===== src/rtl/edit_field_ctrl_pkg.sv =====
// Shared definitions for the edit-field controller: FSM states, mode codes,
// per-mode BCD field limits and field packing offsets.
package edit_field_ctrl_pkg;

    typedef enum logic [1:0] {
        StIdle   = 2'd0,
        StEdit   = 2'd1,
        StCommit = 2'd2
    } state_e;

    localparam logic [1:0] ModeNone  = 2'd0;
    localparam logic [1:0] ModeHour  = 2'd1;
    localparam logic [1:0] ModeDate  = 2'd2;
    localparam logic [1:0] ModeTimer = 2'd3;

    // Field packing inside the 24-bit word
    localparam int unsigned FieldW    = 8;
    localparam int unsigned Field0Lsb = 0;
    localparam int unsigned Field1Lsb = 8;
    localparam int unsigned Field2Lsb = 16;

    // BCD limits
    localparam logic [7:0] BcdZero   = 8'h00;
    localparam logic [7:0] HourMax   = 8'h23;
    localparam logic [7:0] MinSecMax = 8'h59;
    localparam logic [7:0] DayMin    = 8'h01;
    localparam logic [7:0] DayMax    = 8'h31;
    localparam logic [7:0] MonthMin  = 8'h01;
    localparam logic [7:0] MonthMax  = 8'h12;
    localparam logic [7:0] YearMax   = 8'h99;

    // Lowest legal value of field idx in the given mode
    function automatic logic [7:0] field_min(input logic [1:0] mode, input logic [1:0] idx);
        logic [7:0] v;
        v = BcdZero;
        if (mode == ModeDate) begin
            if (idx == 2'd2) begin
                v = DayMin;
            end else if (idx == 2'd1) begin
                v = MonthMin;
            end
        end
        return v;
    endfunction

    // Highest legal value of field idx in the given mode (timer shares hour limits)
    function automatic logic [7:0] field_max(input logic [1:0] mode, input logic [1:0] idx);
        logic [7:0] v;
        if (mode == ModeDate) begin
            if (idx == 2'd2) begin
                v = DayMax;
            end else if (idx == 2'd1) begin
                v = MonthMax;
            end else begin
                v = YearMax;
            end
        end else begin
            if (idx == 2'd2) begin
                v = HourMax;
            end else begin
                v = MinSecMax;
            end
        end
        return v;
    endfunction

endpackage


===== src/rtl/edit_field_ctrl_bcd_step.sv =====
// Combinational wrap-around increment/decrement of one 2-digit BCD value.
// A value that is not legal BCD or lies outside [min, max] snaps to min.
module edit_field_ctrl_bcd_step (
    input  logic [7:0] i_val,
    input  logic [7:0] i_min,
    input  logic [7:0] i_max,
    input  logic       i_dir_up,
    output logic [7:0] o_val
);

    logic w_legal;

    // Range compares are valid as plain binary once both digits are <= 9
    assign w_legal = (i_val[7:4] <= 4'd9) && (i_val[3:0] <= 4'd9) &&
                     (i_val >= i_min) && (i_val <= i_max);

    // Next value: snap, wrap, or step with decimal carry/borrow
    always_comb begin
        o_val = i_min;
        if (!w_legal) begin
            o_val = i_min;
        end else if (i_dir_up) begin
            if (i_val == i_max) begin
                o_val = i_min;
            end else if (i_val[3:0] == 4'd9) begin
                o_val = {i_val[7:4] + 4'd1, 4'd0};
            end else begin
                o_val = {i_val[7:4], i_val[3:0] + 4'd1};
            end
        end else begin
            if (i_val == i_min) begin
                o_val = i_max;
            end else if (i_val[3:0] == 4'd0) begin
                o_val = {i_val[7:4] - 4'd1, 4'd9};
            end else begin
                o_val = {i_val[7:4], i_val[3:0] - 4'd1};
            end
        end
    end

endmodule


===== src/rtl/edit_field_ctrl.sv =====
// User-edit controller for hour/date/timer fields with RTC commit handshake.
// Optional build macro: EDIT_AUTOREPEAT_EN enables hold-to-repeat on Up/Down.
module edit_field_ctrl
    import edit_field_ctrl_pkg::*;
#(
    parameter int unsigned ACK_TIMEOUT   = 255,
    parameter int unsigned HOLD_CYCLES   = 50000000,
    parameter int unsigned REPEAT_CYCLES = 10000000
) (
    input  logic        i_clk,
    input  logic        i_rst_n,
    input  logic        i_up,
    input  logic        i_down,
    input  logic        i_left,
    input  logic        i_rigth,
    input  logic        i_ok,
    input  logic        i_f0,
    input  logic        i_f1,
    input  logic        i_f2,
    input  logic [23:0] i_cur_data,
    input  logic        i_write_ack,
    output logic [23:0] o_edit_data,
    output logic [1:0]  o_cursor,
    output logic [1:0]  o_edit_mode,
    output logic        o_editing,
    output logic        o_write_req,
    output logic        o_err
);

    localparam logic [7:0] AckLast = 8'(ACK_TIMEOUT - 1);

    state_e      r_state;
    logic [23:0] r_edit_data;
    logic [1:0]  r_cursor;
    logic [1:0]  r_edit_mode;
    logic        r_editing;
    logic        r_write_req;
    logic        r_err;
    logic [7:0]  r_ack_cnt;
    logic [4:0]  r_btn_prev;

    logic [4:0]  w_btn;
    logic [4:0]  w_press;
    logic [1:0]  w_mode;
    logic        w_rep_fire;
    logic        w_up_step;
    logic        w_down_step;
    logic [7:0]  w_sel_val;
    logic [7:0]  w_step_val;
    logic [7:0]  w_min;
    logic [7:0]  w_max;
    logic [23:0] w_new_data;

    // Bit order sets press priority: ok, up, down, left, rigth
    assign w_btn   = {i_ok, i_up, i_down, i_left, i_rigth};
    assign w_press = w_btn & ~r_btn_prev;

    // Switch decode, F0 wins over F1 over F2
    always_comb begin
        w_mode = ModeNone;
        if (i_f0) begin
            w_mode = ModeHour;
        end else if (i_f1) begin
            w_mode = ModeDate;
        end else if (i_f2) begin
            w_mode = ModeTimer;
        end
    end

`ifdef EDIT_AUTOREPEAT_EN
    logic [31:0] r_rep_cnt;
    logic        r_repeating;

    assign w_rep_fire = (r_state == StEdit) && (i_up || i_down) &&
                        (r_repeating ? (r_rep_cnt == 32'(REPEAT_CYCLES - 1))
                                     : (r_rep_cnt == 32'(HOLD_CYCLES - 1)));

    // Hold timer: restarts on every fresh Up/Down press, clears on release or leaving EDIT
    always_ff @(posedge i_clk or negedge i_rst_n) begin
        if (!i_rst_n) begin
            r_rep_cnt   <= '0;
            r_repeating <= 1'b0;
        end else if ((r_state != StEdit) || !(i_up || i_down) || w_press[3] || w_press[2]) begin
            r_rep_cnt   <= '0;
            r_repeating <= 1'b0;
        end else if (w_rep_fire) begin
            r_rep_cnt   <= '0;
            r_repeating <= 1'b1;
        end else begin
            r_rep_cnt <= r_rep_cnt + 32'd1;
        end
    end
`else
    logic w_unused_cfg;

    assign w_rep_fire   = 1'b0;
    assign w_unused_cfg = ^{HOLD_CYCLES, REPEAT_CYCLES};
`endif

    assign w_up_step   = w_press[3] | (w_rep_fire & i_up);
    assign w_down_step = w_press[2] | (w_rep_fire & ~i_up & i_down);

    assign w_min = field_min(r_edit_mode, r_cursor);
    assign w_max = field_max(r_edit_mode, r_cursor);

    // Select the field under the cursor and splice the stepped value back
    always_comb begin
        w_new_data = r_edit_data;
        case (r_cursor)
            2'd0: begin
                w_sel_val                          = r_edit_data[Field0Lsb +: FieldW];
                w_new_data[Field0Lsb +: FieldW]    = w_step_val;
            end
            2'd1: begin
                w_sel_val                          = r_edit_data[Field1Lsb +: FieldW];
                w_new_data[Field1Lsb +: FieldW]    = w_step_val;
            end
            default: begin
                w_sel_val                          = r_edit_data[Field2Lsb +: FieldW];
                w_new_data[Field2Lsb +: FieldW]    = w_step_val;
            end
        endcase
    end

    edit_field_ctrl_bcd_step u_bcd_step (
        .i_val    (w_sel_val),
        .i_min    (w_min),
        .i_max    (w_max),
        .i_dir_up (w_up_step),
        .o_val    (w_step_val)
    );

    // Edit FSM with registered outputs
    always_ff @(posedge i_clk or negedge i_rst_n) begin
        if (!i_rst_n) begin
            r_state     <= StIdle;
            r_edit_data <= '0;
            r_cursor    <= 2'd0;
            r_edit_mode <= ModeNone;
            r_editing   <= 1'b0;
            r_write_req <= 1'b0;
            r_err       <= 1'b0;
            r_ack_cnt   <= '0;
            r_btn_prev  <= '0;
        end else begin
            r_btn_prev <= w_btn;
            r_err      <= 1'b0;
            unique case (r_state)
                StIdle: begin
                    if (w_mode != ModeNone) begin
                        r_edit_data <= i_cur_data;
                        r_cursor    <= 2'd2;
                        r_edit_mode <= w_mode;
                        r_editing   <= 1'b1;
                        r_state     <= StEdit;
                    end
                end
                StEdit: begin
                    if (w_mode != r_edit_mode) begin
                        // Switch change abandons the edit without writing
                        r_editing <= 1'b0;
                        r_state   <= StIdle;
                    end else if (w_press[4]) begin
                        r_editing   <= 1'b0;
                        r_write_req <= 1'b1;
                        r_ack_cnt   <= '0;
                        r_state     <= StCommit;
                    end else if (w_up_step || w_down_step) begin
                        r_edit_data <= w_new_data;
                    end else if (w_press[1]) begin
                        r_cursor <= (r_cursor == 2'd2) ? 2'd0 : r_cursor + 2'd1;
                    end else if (w_press[0]) begin
                        r_cursor <= (r_cursor == 2'd0) ? 2'd2 : r_cursor - 2'd1;
                    end
                end
                StCommit: begin
                    if (i_write_ack) begin
                        r_write_req <= 1'b0;
                        r_state     <= StIdle;
                    end else if (r_ack_cnt == AckLast) begin
                        r_err       <= 1'b1;
                        r_write_req <= 1'b0;
                        r_state     <= StIdle;
                    end else begin
                        r_ack_cnt <= r_ack_cnt + 8'd1;
                    end
                end
                default: begin
                    r_state <= StIdle;
                end
            endcase
        end
    end

    assign o_edit_data = r_edit_data;
    assign o_cursor    = r_cursor;
    assign o_edit_mode = r_edit_mode;
    assign o_editing   = r_editing;
    assign o_write_req = r_write_req;
    assign o_err       = r_err;

endmodule


===== config.mk =====
export PLATFORM = sky130hd
export DESIGN_NAME = edit_field_ctrl
export DESIGN_NICKNAME = d
export VERILOG_FILES = /design/src/rtl/edit_field_ctrl_pkg.sv /design/src/rtl/edit_field_ctrl_bcd_step.sv /design/src/rtl/edit_field_ctrl.sv
export SDC_FILE = /design/constraint.sdc
export NUM_CORES = 1
export LEC_CHECK = 0
export CORE_MARGIN = 4
export CORE_UTILIZATION = 35
export DETAILED_ROUTE_END_ITERATION = 16
export PLACE_DENSITY = 0.57
export SLEW_MARGIN = 40
export SYNTH_ARGS = -nofsm -noshare
export SYNTH_HDL_FRONTEND = slang
export SYNTH_HIERARCHICAL = 1
export SYNTH_SLANG_ARGS = --single-unit

===== constraint.sdc =====
create_clock -name i_clk -period 3.5 [get_ports i_clk]
set_input_delay 0.7 -clock i_clk [delete_from_list [all_inputs] [get_ports i_clk]]
set_output_delay 0.7 -clock i_clk [all_outputs]
set_load 0.01 [all_outputs]

# Yosys cells after proc, flatten, opt, wreduce, memory -nomap -nowiden
# Index checks and enable logic that the tools add are counted.
[word_totals]
reg_bits = 46
inputBits = 35
output_inout_bits = 31
[op_classes]
add_sub_neg = 7
n_lt_le_gt_ge = 4
n_eq_ne = 24
n_mux = 57
bitwise = 2
reduce_logical = 20
[ops]
columns = ["cell", "count"]
rows = [
  ["two-way mux 8 bit", 16],
  ["two-way mux 24 bit", 4],
  ["one-hot mux 24 bit (2 select lines)", 1],
  ["two-way mux 2 bit", 16],
  ["one-hot mux 8 bit (2 select lines)", 2],
  ["AND reduction 6 bit", 4],
  ["inequality test 2 bit, second input constant", 11],
  ["two-way mux 1 bit", 13],
  ["inequality test 3 bit, second input constant", 3],
  ["adder 4 x 1 -> 4 bit, second input constant", 2],
  ["adder 8 x 1 -> 8 bit, second input constant", 1],
  ["equality test 8 x 1 -> 1 bit", 1],
  ["equality test 8 bit", 1],
  ["equality test 8 bit, second input constant", 1],
  ["greater-or-equal comparator 8 x 1 -> 1 bit", 1],
  ["less-or-equal comparator 4 bit, second input constant", 2],
  ["less-or-equal comparator 8 bit", 1],
  ["subtractor 4 x 1 -> 4 bit, second input constant", 2],
  ["two-way mux 7 bit", 1],
  ["equality test 2 bit, second input constant", 3],
  ["one-hot mux 2 bit (3 select lines)", 1],
  ["AND reduction 3 bit", 2],
  ["nonzero test 2 bit", 3],
  ["bitwise AND 5 bit", 1],
  ["other kinds (16)", 21],
]

# Depth between registers and ports, before layout
[logic_depth]
word_depth = 13
ltp_mapped = 19
mapped_depth_nobuf = 16

# By module
# Netlist, hierarchy kept.
[by_module_without_submodules]
columns = ["mod", "instances", "cells_each", "area_each_um2"]
rows = [
  ["edit_field_ctrl", 1, 271, 2563.7],
  ["edit_field_ctrl_bcd_step", 1, 142, 953.4],
]

# Worst setup path before layout
# No wires, ideal clock.
[synth_path]
path_kind = "register -> register"
startpoint = "reg r_cursor[1], in the netlist o_cursor[1]"
endpoint = "reg r_edit_data[13], in the netlist o_edit_data[13]"
setup_time_ps = 141
arrival_time_ps = 3143
required_time_ps = 3359
setup_slack_ps = 217
path_stages_with_launch = 20
path_cell_list = "dfrtp_1 -> inv_1 -> ha_1 -> buf_2 -> nor2_1 -> nand2_1 -> nand2_1 -> buf_6 -> inv_1 -> ha_1 -> and4_1 -> and2_1 -> buf_2 -> a211oi_1 -> a211oi_1 -> a31oi_1 -> o22a_1 -> and2_1 -> a21oi_1 -> a31oi_1"
[synth_between]
word_cells_on_any_way = 37
cone_classes = "add/sub: 2; order compare: 4; eq/ne: 6; mux: 19; reduce/logical: 6"
[synth_lines]
columns = ["item", "line", "rtl"]
rows = [
  ["from (decl)", "edit_field_ctrl.sv:34", "logic [1:0] r_cursor;"],
  ["from (signal assigned)", "edit_field_ctrl.sv:171", "r_cursor <= (r_cursor == 2'd2) ? 2'd0 : r_cursor + 2'd1;"],
  ["from (signal assigned)", "edit_field_ctrl.sv:173", "r_cursor <= (r_cursor == 2'd0) ? 2'd2 : r_cursor - 2'd1;"],
  ["equality test 2 x 1 -> 1 bit or zero test 2 bit (tied branches)", "edit_field_ctrl.sv:109", "case (r_cursor)"],
  ["one-hot mux 8 bit (2 select lines) *", "edit_field_ctrl.sv:109", ""],
  ["net w_sel_val[0]", "edit_field_ctrl.sv:48", "logic [7:0] w_sel_val;"],
  ["parallel branches: the longest is 4 deep, another holds greater-or-equal comparator 8 x 1 -> 1 bit", "--", ""],
  ["two-way mux 8 bit *", "edit_field_ctrl_bcd_step.sv:20", "if (!w_legal) begin"],
  ["net w_step_val[5]", "edit_field_ctrl.sv:49", "logic [7:0] w_step_val;"],
  ["two-way mux 8 bit *", "edit_field_ctrl.sv:109", ""],
  ["two-way mux 24 bit *", "edit_field_ctrl.sv:168", "end else if (w_up_step || w_down_step) begin"],
  ["two-way mux 24 bit *", "edit_field_ctrl.sv:163", "end else if (w_press[4]) begin"],
  ["two-way mux 24 bit *", "edit_field_ctrl.sv:159", "if (w_mode != r_edit_mode) begin"],
  ["one-hot mux 24 bit (2 select lines) *", "edit_field_ctrl.sv:148", "unique case (r_state)"],
  ["to (signal assigned)", "edit_field_ctrl.sv:151", "r_edit_data <= i_cur_data;"],
  ["to (signal assigned)", "edit_field_ctrl.sv:169", "r_edit_data <= w_new_data;"],
  ["to (decl)", "edit_field_ctrl.sv:33", "logic [23:0] r_edit_data;"],
]
# Mark *: on every way through the listed nets, which the timed path passes. The select of a mux whose other input is x is not followed.
# A chain may end at the register's enable or synchronous reset.

# Worst setup path after layout
[layout_path]
startpoint = "reg r_cursor[0], in the netlist o_cursor[0]"
endpoint = "reg r_edit_data[12], in the netlist o_edit_data[12]"
# Same word-level chain as after synthesis.

==> results.cfg <==
[status]
status = completed

[logic_synthesis]
synth.distinct_cells = 58
ys_async_sr_fraction = 1.00
synth_top_area_cell = dfrtp_1
ys.flop_type = dfrtp_1
ys_seq_elements = 46
synth_edf_count = 0
synth_sequential_area_ratio = 0.327
synth_top_cell_area_share = 0.327
yosys_warnings = 6
syn-mean-instance-area_sq_um = 8.52
synth_area_leaders = dfrtp_1, ha_1, a21oi_1
syn_area_sq_um = 3520
netlist_instances = 413

[cts]
cts_root_buf = clkbuf_8
cts_tree = built
clk_pin_slew_ns = 0.10
cts_max_path_buffers = 2
cts_sinks = 46
cts_max_level = 2
clock_latency_ns = 0.30
numCtsBuffers = 5

[sta]
slew_viol_final = 0
worst_pin_slew_ns = 0.735
holdWs_ns = 0.384
post-route-min-period_ns = 3.27
period_share = 0.934
maxSlewHeadroom = 0.510
fin_skew_ns = 0.0120
fin_tns_setup_ns = 0
grt_setup_unrepaired = no
setup_viol = 0
hold_violations = 0
clock.fmax_mhz = 306

[power_and_ir_drop]
leakage_nw = 1.85
power_density_nw_per_um2 = 877
power_w = 0.00400
vdd_drop_max_mv = 0.324

[grt]
grt_pass1_vias = 3236
grt_first_pass_wirelength_um = 16900
grt_max_degree = 47
antenna_found_initial = 0
overflow = 0
grt_use_total = 0.184

[drt]
via_count = 3357
antenna_left = 0
wl_um = 10600
vias_per_cell = 5.28
post_drt_wl_per_cell_um = 16.7
drtPass1Iterations = 4
drtIter0Drc = 182
drcViolationCount = 0

[hold_path]
hold_path_class = input pin to asynchronous set/reset pin

[worst_setup_path]
critPathCaptureType = flip-flop
arrival_ns = 3.43
rr_endpoint = o_edit_data[12]$_DFFE_PN0P_
path_class = flip-flop to flip-flop
slowest_stage = dfrtp_1
crit_family = simple AND/OR/NAND/NOR gates
path_cells = inv_1 -> ha_1 -> buf_4 -> a22oi_1 -> nand2_1 -> ha_1 -> nand4_1 -> or2_4 -> nand2_1 -> nand4b_1 -> buf_4 -> o22a_1 -> and2_1 -> a21oi_1 -> a31oi_1
worst-path-buf-inv = 3
r2r_slack_ns = 0.23
crit_fanout = 9
timing.rr.start = o_cursor[0]$_DFFE_PN0P_
rr_worst_depth = 15
cp-start-kind = flip-flop
critPathRequiredTime_ns = 3.66
cp_slowest_stage_delay_ns = 0.38

[die]
initial_utilization = 0.360
rows = 36
die_x_um = 108
core_sq_um = 9770
die_height_um = 108
num_io_pins = 66
design.die.area_sq_um = 11700

[final_layout]
drive_above_1_share = 0.0994
nets = 562
layout_commonest_cell = clkdlybuf4s50_1
final_cell_mix = clkdlybuf4s50_1, dfrtp_1, nand2_1
area_delta_synth_final_pct = 29.7
diodes = 0

[place]
gp_congestion = 0.942
io_buffers = 65
dpl.hpwl_um = 8190

[run]
drv_cap = 0
-- through the flow --
step / util / area (sq um) / instances / setup slack (ns)
2_1_floorplan: - / 3570 / 426 / 0.217
5_1_grt: 0.467 / 4560 / 636 / 0.00942
6_report: 0.467 / 4560 / 636 / 0.229
3_5_place_dp: 0.453 / 4430 / 625 / 0.116
3_3_place_gp: 0.453 / 4420 / 625 / 0.175
4_1_cts: 0.462 / 4520 / 633 / 0.0939
-- routing by layer --
layer,vias up,share of wire,track usage
li1,1685,-,-
met3,8,0.052,0.0316
met4,0,0.012,0.0388
met1,1574,0.48,0.265
met2,90,0.46,0.291
met5,-,0,0
-- synth_stat cells (all sizes together) (2+ instances only) --
cell type,instances
buf,12
nand3b,2
or2,2
clkbuf,7
a221o,8
xor2,6
nor2b,8
a21o,2
a22oi,8
nand4,8
and4,2
or3,2
a31oi,19
o22ai,4
nor3,6
a2bb2oi,3
a21oi,38
a211oi,23
nand2b,7
nand2,44
o22a,7
o21ai,17
nand3,2
o21a,3
mux2i,2
nor4,2
inv,25
o211ai,3
ha,25
nor2,27
and2,21
xnor2,6
dfrtp,46
-- cell type report --
cell class / count / area (sq um)
flip-flops and latches: 46 / 1150
multi-input cells: 336 / 2240
inverters: 25 / 93.8
clock buffers: 5 / 68.8
well taps: 133 / 166
repair buffers: 88 / 821
fillers: 980 / 5210
clock inverters: 3 / 21.3
-- sequential cells by signal (all words and copies together) (netlist names) --
register,cells
o_cursor,2
o_write_req,1
o_edit_mode,2
o_edit_data,24
o_editing,1
o_err,1
r_btn_prev,5
r_ack_cnt,8
r_state,2
-- logic make-up (layout without fill, tap and decap cells) --
family,Yosys count,after routing,share of synthesized area
AOI/OAI and AO/OA,145,145,0.282
xor gates and xnor gates,12,12,0.0299
adders and majority gates,25,25,0.0889
buffers and inverters,44,121,0.0562
DFF,46,46,0.327
muxes,2,2,0.00569
other,1,14,0.00107
and+or+nand+nor,138,138,0.208
-- how the worst max path moves through the flow --
stage,end,depth (start not counted),from
after floorplan,o_edit_data[13]$_DFFE_PN0P_,19,o_cursor[1]$_DFFE_PN0P_
after global placement,o_edit_data[12]$_DFFE_PN0P_,15,o_cursor[0]$_DFFE_PN0P_
after detailed placement,o_edit_data[12]$_DFFE_PN0P_,15,o_cursor[0]$_DFFE_PN0P_
after CTS,o_edit_data[12]$_DFFE_PN0P_,15,o_cursor[0]$_DFFE_PN0P_
after global routing,o_edit_data[12]$_DFFE_PN0P_,16,o_cursor[0]$_DFFE_PN0P_
final,o_edit_data[12]$_DFFE_PN0P_,15,o_cursor[0]$_DFFE_PN0P_
-- where the power goes --
part | internal [W] | switching, W
Clock | 0.000141 | 0.000191
Combinational | 0.00124 | 0.00152
Sequential | 0.000705 | 0.000210
-- timing repair --
action / CTS / global route
setup endpoints to repair: 0 / 21
hold buffers: 0 / 0
resized for setup: 0 / 7
buffers inserted: 0 / 3
endpoints found under the hold margin: 0 / 0
(Power assumes the default switching activity.)
